<file path="src/rtl/mc_control_fsm.sv">
// Multi-cycle CPU control sequencer: fetch/decode/exec/mem/writeback with a
// memory-handshake timeout, an illegal-opcode trap and a retired-instruction counter.
module mc_control_fsm #(
  parameter int OPW  = 6,
  parameter int CNTW = 16,
  parameter int TMO  = 15
) (
  input  logic            clk,
  input  logic            rst_n,
  input  logic [OPW-1:0]  opcode,
  input  logic            zero,
  input  logic            mem_ready,
  output logic [10:0]     c_sig,
  output logic            ir_we,
  output logic            pc_we,
  output logic [2:0]      state,
  output logic            instr_done,
  output logic [CNTW-1:0] retired,
  output logic            trap,
  output logic [1:0]      trap_cause
);

  // state | meaning
  // FETCH | wait for mem_ready, load IR, bump PC
  // DECODE| latch decoded control word, route by opcode
  // EXEC  | ALU cycle; branches/jumps retire here
  // MEM   | wait for mem_ready; stores retire here
  // WB    | register write, retire
  // TRAP  | absorbing fault state, left only by reset
  localparam logic [2:0] S_FETCH  = 3'd0;
  localparam logic [2:0] S_DECODE = 3'd1;
  localparam logic [2:0] S_EXEC   = 3'd2;
  localparam logic [2:0] S_MEM    = 3'd3;
  localparam logic [2:0] S_WB     = 3'd4;
  localparam logic [2:0] S_TRAP   = 3'd7;

  localparam logic [7:0]      WAIT_LAST = 8'(TMO - 1);
  localparam logic [CNTW-1:0] CNT_ONE   = CNTW'(1);

  logic [2:0]      state_q, state_d;
  logic [10:0]     ctrl_q, ctrl_d;
  logic [7:0]      wait_q, wait_d;
  logic [CNTW-1:0] retired_q, retired_d;
  logic            trap_q, trap_d;
  logic [1:0]      cause_q, cause_d;

  logic [10:0] dec_word;
  logic        dec_legal;
  logic        ir_we_c, pc_we_c, retire_c, timeout_c;

  always_comb begin
    dec_word  = 11'h000;
    dec_legal = 1'b1;
    case (opcode)
      OPW'(1): dec_word = 11'h001;
      OPW'(2): dec_word = 11'h249;
      OPW'(3): dec_word = 11'h251;
      OPW'(4): dec_word = 11'h259;
      OPW'(5): dec_word = 11'h538;
      OPW'(6): dec_word = 11'h4B8;
      OPW'(7): dec_word = 11'h24A;
      OPW'(8): dec_word = 11'h24D;
      OPW'(9): dec_word = 11'h038;
      default: dec_legal = 1'b0;
    endcase
  end

  always_comb begin
    state_d   = state_q;
    ctrl_d    = ctrl_q;
    trap_d    = trap_q;
    cause_d   = cause_q;
    ir_we_c   = 1'b0;
    pc_we_c   = 1'b0;
    retire_c  = 1'b0;
    timeout_c = !mem_ready && (wait_q == WAIT_LAST);
    case (state_q)
      S_FETCH: begin
        if (mem_ready) begin
          ir_we_c = 1'b1;
          pc_we_c = 1'b1;
          state_d = S_DECODE;
        end else if (timeout_c) begin
          state_d = S_TRAP;
          cause_d = 2'b10;
        end
      end
      S_DECODE: begin
        ctrl_d = dec_word;
        if (!dec_legal) begin
          state_d = S_TRAP;
          cause_d = 2'b01;
        end else if (opcode == OPW'(9)) begin
          retire_c = 1'b1;
          state_d  = S_FETCH;
        end else begin
          state_d = S_EXEC;
        end
      end
      S_EXEC: begin
        // pc bit marks beq/jump; j forces the PC write, b makes it conditional
        if (ctrl_q[10]) begin
          pc_we_c  = ctrl_q[7] | (ctrl_q[8] & zero);
          retire_c = 1'b1;
          state_d  = S_FETCH;
        end else if (ctrl_q[2] | ctrl_q[1]) begin
          state_d = S_MEM;
        end else begin
          state_d = S_WB;
        end
      end
      S_MEM: begin
        if (mem_ready) begin
          if (ctrl_q[1]) begin
            retire_c = 1'b1;
            state_d  = S_FETCH;
          end else begin
            state_d = S_WB;
          end
        end else if (timeout_c) begin
          state_d = S_TRAP;
          cause_d = 2'b10;
        end
      end
      S_WB: begin
        retire_c = 1'b1;
        state_d  = S_FETCH;
      end
      S_TRAP: ;
      default: state_d = S_TRAP;
    endcase
    if (state_d == S_TRAP) trap_d = 1'b1;
    // counter only runs while parked in a handshake state; any transition clears it
    if ((state_d == state_q) && ((state_q == S_FETCH) || (state_q == S_MEM)))
      wait_d = wait_q + 8'd1;
    else
      wait_d = 8'd0;
    retired_d = retire_c ? retired_q + CNT_ONE : retired_q;
  end

  always_ff @(posedge clk or negedge rst_n) begin
    if (!rst_n) begin
      state_q   <= S_FETCH;
      ctrl_q    <= 11'h000;
      wait_q    <= 8'd0;
      retired_q <= '0;
      trap_q    <= 1'b0;
      cause_q   <= 2'b00;
    end else begin
      state_q   <= state_d;
      ctrl_q    <= ctrl_d;
      wait_q    <= wait_d;
      retired_q <= retired_d;
      trap_q    <= trap_d;
      cause_q   <= cause_d;
    end
  end

  always_comb begin
    c_sig = 11'h000;
    case (state_q)
      S_EXEC:  c_sig = ctrl_q & 11'h7F8;
      S_MEM:   c_sig = ctrl_q & 11'h7FE;
      S_WB:    c_sig = ctrl_q & 11'h7F9;
      default: c_sig = 11'h000;
    endcase
  end

  // strobes are combinational from mem_ready, so mask them while reset is held
  assign ir_we      = ir_we_c & rst_n;
  assign pc_we      = pc_we_c & rst_n;
  assign instr_done = retire_c & rst_n;
  assign state      = state_q;
  assign retired    = retired_q;
  assign trap       = trap_q;
  assign trap_cause = cause_q;

endmodule

</file>
<file path="config.mk">
export PLATFORM = sky130hd
export DESIGN_NAME = mc_control_fsm
export DESIGN_NICKNAME = d
export VERILOG_FILES = /design/src/rtl/mc_control_fsm.sv
export SDC_FILE = /design/constraint.sdc
export NUM_CORES = 1
export LEC_CHECK = 0
export CAP_MARGIN = 20
export CORE_ASPECT_RATIO = 2
export CORE_UTILIZATION = 40
export CTS_CLUSTER_SIZE = 28
export DETAILED_ROUTE_END_ITERATION = 16
export PLACE_DENSITY_LB_ADDON = 0.1
export SETUP_SLACK_MARGIN = 0.05
export SLEW_MARGIN = 15
export SYNTH_ARGS = -nofsm -noshare
export SYNTH_HDL_FRONTEND = slang
export SYNTH_SLANG_ARGS = --single-unit
</file>
<file path="constraint.sdc">
create_clock -name clk -period 2.34 [get_ports clk]
set_input_delay 0.351 -clock clk [delete_from_list [all_inputs] [get_ports clk]]
set_output_delay 0.351 -clock clk [all_outputs]
set_load 0.01 [all_outputs]
</file>
## Word level (Yosys, flattened, before mapping)

Cells that the tools add are included.

| cells by class | value |
|---|---|
| bitwise gates (word level) | 6 |
| $add $sub $neg | 2 |
| muxes and demuxes | 27 |
| equal/unequal tests | 20 |
| reductions and logical operators | 9 |

Operator list:

| kind | count |
|---|---|
| case mux 11 bit (9 select lines) | 1 |
| case mux 11 bit (3 select lines) | 1 |
| == test 6 x 3 -> 1 bit, second input constant | 4 |
| 2-to-1 mux 3 bit | 7 |
| case mux 3 bit (6 select lines) | 1 |
| adder 16 x 1 -> 16 bit, second input constant | 1 |
| == test 6 x 2 -> 1 bit, second input constant | 2 |
| == test 6 x 4 -> 1 bit, second input constant | 2 |
| == test 3 bit, second input constant | 3 |
| 2-to-1 mux 1 bit | 9 |
| OR reduction 9 bit | 1 |
| adder 8 x 1 -> 8 bit, second input constant | 1 |
| == test 8 x 4 -> 1 bit, second input constant | 1 |
| 2-to-1 mux 2 bit | 4 |
| 2-to-1 mux 8 bit | 1 |
| == test 3 x 2 -> 1 bit, second input constant | 2 |
| == test 6 x 1 -> 1 bit, second input constant | 1 |
| AND 1 bit | 4 |
| inequality test 2 bit, second input constant | 2 |
| case mux 1 bit (4 select lines) | 1 |
| case mux 2 bit (2 select lines) | 1 |
| AND reduction 4 bit | 1 |
| == test 3 x 1 -> 1 bit, second input constant | 1 |
| == test 3 bit | 1 |
| other kinds (9) | 11 |

| storage, ports and cells | value |
|---|---|
| bits in registers | 41 |
| input bits | 10 |
| output and inout bits | 36 |

## Depth between registers and ports, before layout

Gate-level depths: netlist of the first run.

| depth | value |
|---|---|
| word-level depth | 8 |
| mapped depth | 6 |
| gate-level depth less buffers | 6 |

## Worst setup path after synthesis of the first run

No wires, ideal clock.

| timing path | value |
|---|---|
| path type | register to output |
| start | register state_q[1] (netlist: state[1]) |
| end | output c_sig[9] |
| path slack | 0.557 ns |
| stages on the path, launching flop included | 6 |
| buffers on the path | 2 |
| data arrival time | 1.432 ns |
| path through | dfrtp_1 -> buf_2 -> nor2_1 -> a21oi_1 -> nor2b_1 -> buf_4 |

| between the ends | value |
|---|---|
| longest elaborated chain between the ends | 2 |
| elaborated cells between the ends (all ways) | 4 |

Ends and longest elaborated chain:

| item | line | text |
|---|---|---|
| start, declared | 40 | `logic [2:0] state_q, state_d;` |
| start signal, assigned | 150 | `state_q <= state_d;` |
| == test 3 bit / == test 3 x 2 -> 1 bit (equally long branches) | 161 | `case (state_q)` |
| case mux 11 bit (3 select lines) (*) | 161 |  |
| end, declared | 13 | `output logic [10:0] c_sig,` |

Mark *: on every way between the ends. The rest lies on a longest branch, timed or not.

## Worst setup path after layout of the first run

| timing path | value |
|---|---|
| start | register state_q[1] (netlist: state[1]) |
| end | output c_sig[0] |

Same word-level chain as after synthesis.

==> flow_summary.json, run 1 <==
{
  "status": "finished clean",
  "start_util_pct": 41.29,
  "max_slew.worst_pin.slew_ns": 0.4051,
  "insertion_delay_ns": 0.29,
  "pin_count": 46,
  "hold_viol": 0,
  "synth_edf_count": 0,
  "avgSynthCellArea_sq_um": 9.603,
  "ys_seq_area_share_pct": 45.12,
  "synth_simple_gate_area_share_pct": 25.44,
  "ir_drop_uv": 545.7,
  "post-dp-hpwl_mm": 4.224,
  "syn2layout_area_growth_pct": 37.11,
  "drive_gt1_share_pct": 18.15,
  "synth.most_common_cell": "dfrtp_1",
  "nFillCells": 512,
  "vias_per_cell": 5.372,
  "grt_first_pass_wirelength_mm": 9.404,
  "setup_tns_ns": 0,
  "synth_area_leaders": "dfrtp_1 45%, xor2_1 4.7%, nor2_1 4.2%",
  "grt_remaining_overflow": 0,
  "dpl_cell_area_sq_um": 2882,
  "yosysUniqueCellTypes": 45,
  "skew_ns": 0.006241,
  "cts_root_buf": "clkbuf_8",
  "cp_max_fo": 10,
  "dp_cells": 352,
  "ff_latch_area_sq_um": 1002,
  "hp-class": "primary input to asynchronous set/reset pin",
  "min_period_ns": 2.202,
  "track_usage_pct": 22.05,
  "netlist_instances": 231,
  "synth.area.mux_share_pct": 0.5076,
  "rows": 38,
  "cp-end-kind": "output port",
  "rsz0062_at_grt": "false",
  "synth_fa_ha_area_share_pct": 1.692,
  "cts_tree": "yes",
  "p_per_area_nw_per_um2": 739.0,
  "clk_pin_slew_worst_paths_ns": 0.08,
  "yosys_warnings": 0,
  "n_antenna_cell": 0,
  "syn-num-nets": 244,
  "drt-initial-drc-count": 37,
  "multi_input_comb_area_sq_um": 1165,
  "place_ws_ns": -0.03896,
  "power_mw": 2.248,
  "drt-wirelength-per-cell_microns": 15.23,
  "cts.sinks": 40,
  "path_class": "flip-flop to output port",
  "synth_compound_area_share_pct": 15.34,
  "synthXorXnorAreaFrac_pct": 8.686,
  "worstPathRequired_ns": 1.99,
  "place.gp.congestion": 0.8763,
  "yosysTopAreaCell": "dfrtp_1",
  "route.detailed.drc": 0,
  "antenna_found_initial": 0,
  "arrival_ns": 1.85,
  "max_slew_margin_pct": 72.76,
  "setup_ws_ns": 0.1380,
  "p_leak_nw": 1.423,
  "nets": 315,
  "synth_seq_cells": 40,
  "firstDrtPassIters": 4,
  "postLayoutCellArea_sq_um": 3042,
  "cts_buffers": 5,
  "yosys-top-cells-count": "40 x dfrtp_1, 25 x nor2_1, 23 x nand2_1",
  "cap_violations": 0,
  "grt_max_degree": 24,
  "via_count": 1950,
  "maxSlewViolCount": 0,
  "die_w_microns": 54.66,
  "period_share_pct": 94.10,
  "grt_pass1_vias": 1968,
  "max_freq_ghz": 0.4541,
  "final_core_util_pct": 56.61,
  "drt_wl_total_mm": 5.527,
  "die_y_microns": 107.3,
  "die_area_sq_um": 5866,
  "synth_top_area_share_pct": 45.12,
  "synthArstFlopShare_pct": 100.0,
  "synthesis.area_sq_um": 2218,
  "io_buffers": 45,
  "layoutNonFillerInstCount": 363,
  "clk_path_buf_depth": 2,
  "setup_viol_count_final": 0,
  "antenna_left": 0,
  "synth_top_family_by_area": "simple AND/OR/NAND/NOR gates",
  "start_kind": "flip-flop",
  "ys.flop_type": "dfrtp_1",
  "htreeDepth": 2,
  "core_area_sq_um": 5373,
  "whs_ns": 0.4414
}
logic make-up (layout without fill, tap and decap cells):
| logic type | count (synthesis) | in the layout |
|---|---|---|
| AO/OA/AOI/OAI | 46 | 46 |
| flip-flops | 40 | 40 |
| XOR/XNOR | 22 | 22 |
| buffers and inverters | 16 | 88 |
| adder cells (fa/ha/maj) | 3 | 3 |
| multiplexers | 1 | 1 |
| AND/OR/NAND/NOR | 103 | 103 |
power breakdown:
part	internal [mW]	switching [mW]	total, mW
Clock	0.317	0.243	0.560
Combinational	0.376	0.370	0.746
Sequential	0.806	0.136	0.942
registers in the layout, indices dropped and copies added, names as in the netlist:
| register | cells |
|---|---|
| trap_cause | 2 |
| trap | 1 |
| state | 3 |
| wait_q | 8 |
| ctrl_q | 10 |
| retired | 16 |
worst paths after layout:
check / cells after the start / slack (ns) / end / from
hold reg to reg: 1 / 0.47 / trap / trap
hold / removal: 2 / 0.44 / trap_cause[1] / rst_n
max in group asynchronous: 3 / 1.39 / wait_q[5] / rst_n
setup reg to reg: 7 / 0.45 / retired[4] / state[1]
setup / recovery: 5 / 0.14 / c_sig[0] / state[1]
min in group clk: 1 / 0.47 / trap / trap
worst max-delay path, cell delays in order, from the launching register on:
cell and delay [ns]:
dfrtp_1 0.42, buf_4 0.19, nor2_1 0.13, buf_4 0.15, and3_1 0.15, clkdlybuf4s50_1 0.52
timing repair:
action                                  CTS  global route
pin swaps                                 1             0
cloned                                    0             0
setup buffers                             0             2
hold buffers                              1             0
gates resized for setup                  10             8
endpoints found under the setup margin    6             9
endpoints found under the hold margin     3             0
placed cells by master, fill, tap and decap left out, types with 3 or more instances in the layout:
cell type	count
dfrtp_1	39
clkdlybuf4s50_1	33
buf_4	27
nor2_1	24
nand2_1	23
xor2_1	12
o21ai_0	11
nor2b_1	10
xnor2_1	10
a21oi_1	7
inv_1	7
nand3_1	7
and3_1	6
nand4_1	6
dlygate4sd2_1	6
clkbuf_8	5
dlymetal6s2s_1	5
nor3_2	4
a22o_1	4
nor4_1	3
and2b_2	3
a22oi_1	3
nor3_1	3
and4_1	3
o22ai_1	3
ha_1	3
layout make-up:
type,instances,area share (%)
timing repair buffer,73,21.88
clock inverter,2,1.152
inverter,7,0.8638
clock buffer,6,2.386
sequential,40,32.95
tap,60,2.468
multi-input combinational,175,38.30
metal layers:
metal | GRT usage [%] | routed length [microns] | up-vias
met5 | 0 | 0 | -
li1 | - | - | 949
met3 | 2.542 | 182 | 12
met1 | 26.36 | 2197 | 935
met2 | 37.18 | 2947 | 54
met4 | 10.07 | 199 | 0
Note: power is estimated with default switching activity, not from simulation.
==> inputs of run 2 (changes only) <==
MAX_ROUTING_LAYER = met4   (was unset)
==> run 2 against run 1 <==
Effect of this change:
- setup slack lost 0.0037 ns
- non-clock buffer count did not move
- sequential share of layout area stayed put
- global-route usage increased by 0.65 points
- maximum frequency shrank 0.17%
- combinational power barely moved
- critical path depth is 1 lower
- final cell count stayed put
- hold slack hardly changed
- clock power about the same
- clock skew about the same
- critical path type unchanged
- largest cell class unchanged
==> flow_summary.json, run 2 (synthesized netlist as in run 1, its figures left out) <==
{
  "status": "finished clean",
  "post-dp-hpwl_mm": 4.224,
  "cts_root_buf": "clkbuf_8",
  "setup.worst_path.end": "c_sig[2]",
  "rsz0062_at_grt": "false",
  "clk_pin_slew_worst_paths_ns": 0.08,
  "core_area_sq_um": 5373,
  "drt-initial-drc-count": 48,
  "rrSetupSlack_ns": 0.45,
  "r2r_start": "state[1]",
  "syn2layout_area_growth_pct": 37.11,
  "rows": 38,
  "hold_viol": 0,
  "period_share_pct": 94.26,
  "arrival_ns": 1.85,
  "max_freq_ghz": 0.4534,
  "power_mw": 2.245,
  "antenna_found_initial": 0,
  "dpl_cell_area_sq_um": 2882,
  "grt_pass1_vias": 1970,
  "maxSlewViolCount": 0,
  "final_cell_mix": "39 x dfrtp_1, 33 x clkdlybuf4s50_1, 27 x buf_4",
  "hp-class": "primary input to asynchronous set/reset pin",
  "drive_gt1_share_pct": 18.15,
  "die_w_microns": 54.66,
  "critical_path.startpoint": "state[2]",
  "cap_violations": 0,
  "max_slew_margin_pct": 73.02,
  "path_class": "flip-flop to output port",
  "use_met2_pct": 37.18,
  "via_count": 1954,
  "max_slew.worst_pin.slew_ns": 0.4013,
  "htreeDepth": 2,
  "start_kind": "flip-flop",
  "busiest_layer": "met2",
  "cts_buffers": 5,
  "cp_max_fo": 13,
  "die_y_microns": 107.3,
  "route.detailed.drc": 0,
  "rr_worst_depth": 7,
  "antenna_left": 0,
  "layout_commonest_cell": "dfrtp_1",
  "vias_per_cell": 5.383,
  "gr-usage-met1_pct": 26.64,
  "pin_count": 46,
  "drt_wl_total_mm": 5.524,
  "insertion_delay_ns": 0.29,
  "io_buffers": 45,
  "p_per_area_nw_per_um2": 738.0,
  "place.gp.congestion": 0.8907,
  "cts_tree": "yes",
  "firstDrtPassIters": 4,
  "largest_reg_flops": 16,
  "die_area_sq_um": 5866,
  "cts.sinks": 40,
  "nets": 315,
  "track_usage_pct": 22.70,
  "cp-end-kind": "output port",
  "p_leak_nw": 1.423,
  "clk_path_buf_depth": 2,
  "drt-wirelength-per-cell_microns": 15.22,
  "setup_viol_count_final": 0,
  "ir_drop_uv": 546.1,
  "whs_ns": 0.4416,
  "skew_ns": 0.006529,
  "start_util_pct": 41.29,
  "n_antenna_cell": 0,
  "use_met3_pct": 2.542,
  "grt_remaining_overflow": 0,
  "min_period_ns": 2.206,
  "grt_first_pass_wirelength_mm": 9.466,
  "reg2reg_to": "retired[4]",
  "postLayoutCellArea_sq_um": 3042,
  "grt_max_degree": 24,
  "worstPathRequired_ns": 1.99
}
-- run 2: cell counts in the layout (fill, tap and decap cells not counted) --
No cell type changed its count.
-- run 2: worst min path at each step --
stage                                to  cells after the start
final                     trap_cause[1]                      2
after global routing      trap_cause[1]                      2
after CTS                 trap_cause[0]                      2
after detailed placement  trap_cause[0]                      1
after global placement    trap_cause[0]                      1
after floorplan               ctrl_q[0]                      0
-- run 2: worst max-delay path, cell delays in order (launching register included) --
cell	delay, ns
dfrtp_1	0.41
buf_4	0.19
inv_1	0.18
and3_1	0.24
clkdlybuf4s50_1	0.55
-- run 2: layout make-up --
cell class / count / area [sq um]
Timing Repair Buffer: 73 / 665.6
Clock buffer: 6 / 72.57
Fill cell: 512 / 2331
Inverter: 7 / 26.28
Tap cell: 60 / 75.07
Multi-Input combinational cell: 175 / 1165
Sequential cell: 40 / 1002
Clock inverter: 2 / 35.03
-- run 2: metal layers --
| layer | up-vias | wire length (microns) | share of wire (%) |
|---|---|---|---|
| met2 | 59 | 2924 | 53 |
| met4 | 0 | 214 | 3.9 |
| li1 | 949 | - | - |
| met5 | - | 0 | 0 |
| met3 | 14 | 179 | 3.2 |
| met1 | 932 | 2204 | 40 |
-- run 2: where the power goes --
part | leakage [nW] | switching [mW] | internal [mW]
clock network | 0.0552 | 0.242 | 0.317
registers | 0.514 | 0.135 | 0.806
logic | 0.854 | 0.368 | 0.376
-- run 2: through the flow --
step | setup slack, ns | instances | utilization (%) | TNS [ns]
final | 0.1342 | 363 | 56.61 | 0
after global routing | 0.05613 | 363 | 56.61 | 0
after CTS | 0.06539 | 361 | 55.99 | 0
after detailed placement | -0.03896 | 352 | 53.63 | -0.04274
after global placement | -0.03232 | 352 | 53.63 | -0.05382
after floorplan | 0.5572 | 231 | - | 0
-- run 2: what timing repair did --
item	4_1_cts	5_1_grt
gates resized for setup	10	8
endpoints found under the setup margin	6	9
pin swaps	1	0
buffers inserted	0	2
endpoints found under the hold margin	3	0
hold buffers	1	0
==> inputs of run 3 (changes only) <==
SETUP_SLACK_MARGIN = unset   (was 0.05)
==> run 3 against run 2 <==
Effect of this change:
- clock skew hardly changed
- sequential cell count stayed put
- wire length is 0.27% higher
- final cell count stayed put
- largest power group unchanged
- clock power hardly changed
- first-iteration DRC count is 4.2% higher
- largest cell class unchanged
==> flow_summary.json, run 3 (synthesized netlist as in run 1, its figures left out) <==
{
  "power.switching_uw": 746.6,
  "n_antenna_cell": 0,
  "path_class": "flip-flop to output port",
  "rsz0062_at_grt": "false",
  "layout_commonest_cell": "dfrtp_1",
  "io_buffers": 45,
  "p_int_mw": 1.493,
  "setup_tns_ns": 0,
  "drt_wl_total_mm": 5.539,
  "p_leak_nw": 1.456,
  "p_per_area_nw_per_um2": 734.9,
  "worstPathRequired_ns": 1.99,
  "hp-class": "primary input to asynchronous set/reset pin",
  "final_core_util_pct": 56.73,
  "layoutNonFillerInstCount": 363,
  "switching_share_pct": 33.33,
  "final_cell_mix": "40 x dfrtp_1, 34 x clkdlybuf4s50_1, 27 x buf_4",
  "insertion_delay_ns": 0.29,
  "htreeDepth": 2,
  "die_w_microns": 54.66,
  "hold_viol": 0,
  "reg2reg_to": "retired[4]",
  "max_slew.worst_pin.slew_ns": 0.4052,
  "grt_remaining_overflow": 0,
  "syn2layout_area_growth_pct": 37.39,
  "period_share_pct": 96.64,
  "start_kind": "flip-flop",
  "setup_viol_count_final": 0,
  "cts_tree": "yes",
  "rr_worst_depth": 7,
  "firstDrtPassIters": 4,
  "drive_gt1_share_pct": 17.49,
  "place_ws_ns": -0.03896,
  "rrSetupSlack_ns": 0.45,
  "vias_per_cell": 5.372,
  "cts_root_buf": "clkbuf_8",
  "setup_ws_ns": 0.07872,
  "status": "finished clean",
  "cp-end-kind": "output port",
  "drt-initial-drc-count": 50,
  "power_frac_comb_pct": 33.1,
  "cts.sinks": 40,
  "cp_max_fo": 11,
  "dp_cells": 352,
  "arrival_ns": 1.91,
  "ir_drop_uv": 546.0,
  "track_usage_pct": 22.67,
  "die_area_sq_um": 5866,
  "nets": 315,
  "cts_buffers": 5,
  "place.gp.congestion": 0.8907,
  "largest_reg_flops": 16,
  "grt_pass1_vias": 1964,
  "post-dp-hpwl_mm": 4.224,
  "min_period_ns": 2.261,
  "skew_ns": 0.006529,
  "power_frac_clock_pct": 25.0,
  "clk_path_buf_depth": 2,
  "max_slew_margin_pct": 72.76,
  "antenna_found_initial": 0,
  "pin_count": 46,
  "postLayoutCellArea_sq_um": 3048,
  "grt_first_pass_wirelength_mm": 9.453,
  "r2r_start": "state[1]",
  "core_area_sq_um": 5373,
  "power_mw": 2.240,
  "die_y_microns": 107.3,
  "route.detailed.drc": 0,
  "maxSlewViolCount": 0,
  "cap_violations": 0,
  "drt-wirelength-per-cell_microns": 15.26,
  "via_count": 1950,
  "start_util_pct": 41.29,
  "seq_power_share_pct": 41.9,
  "grt_max_degree": 24,
  "rows": 38,
  "clk_pin_slew_worst_paths_ns": 0.08,
  "whs_ns": 0.4379,
  "dpl_cell_area_sq_um": 2882,
  "antenna_left": 0,
  "max_freq_ghz": 0.4422
}
-- run 3: cell types whose count changed in the layout (fill, tap and decap cells not counted), sizes merged --
cell / previous run / this run
buf: 27 / 28
clkbuf: 7 / 6
clkdlybuf4s50: 33 / 34
dlygate4sd2: 6 / 2
dlymetal6s2s: 5 / 8
-- run 3: final cells by class --
cell class                      instances  area (sq um)
Tap cell                               60         75.07
Fill cell                             510          2325
Multi-Input combinational cell        175          1162
Sequential cell                        40          1001
Clock buffer                            6         72.57
Timing Repair Buffer                   73         675.6
Clock inverter                          2         35.03
Inverter                                7         26.28
-- run 3: critical path, cell delays in order (launching register included) --
cell and delay (ns):
dfrtp_1 0.58, and2_1 0.27, and3_1 0.22, clkdlybuf4s50_1 0.55
-- run 3: power groups by stage --
stage / clock (mW) / sequential (mW) / combinational (mW)
3_3_place_gp: 0 / 0.947 / 0.732
3_5_place_dp: 0 / 0.949 / 0.732
4_1_cts: 0.587 / 0.942 / 0.749
6_report: 0.560 / 0.939 / 0.741
5_1_grt: 0.616 / 0.965 / 0.821
2_1_floorplan: 0 / 0.936 / 0.379
-- run 3: how the worst max path moves through the flow --
| stage | startpoint | endpoint | slack (ns) | cells past startpoint |
|---|---|---|---|---|
| after global placement | mem_ready | instr_done | -0.03 | 5 |
| after CTS | state[1] | c_sig[6] | 0.01 | 6 |
| final | state[0] | c_sig[2] | 0.08 | 3 |
| after floorplan | state[1] | c_sig[9] | 0.56 | 5 |
| after detailed placement | mem_ready | instr_done | -0.04 | 5 |
| after global routing | state[0] | c_sig[2] | 0.002 | 3 |
-- run 3: per-layer routing --
layer / global-route usage (%) / vias up / share of wire [%]
met4: 10.07 / 0 / 3.9
met5: - / - / 0
met3: 2.542 / 14 / 3.0
li1: - / 952 / -
met1: 26.64 / 930 / 40
met2: 37.09 / 54 / 53
-- run 3: what timing repair did --
item / CTS / global route
endpoints found under the hold margin: 3 / 0
setup buffers: 0 / 2
setup endpoints to repair: 1 / 9
hold buffers: 1 / 0
resized for setup: 6 / 8
pin swaps: 1 / 0
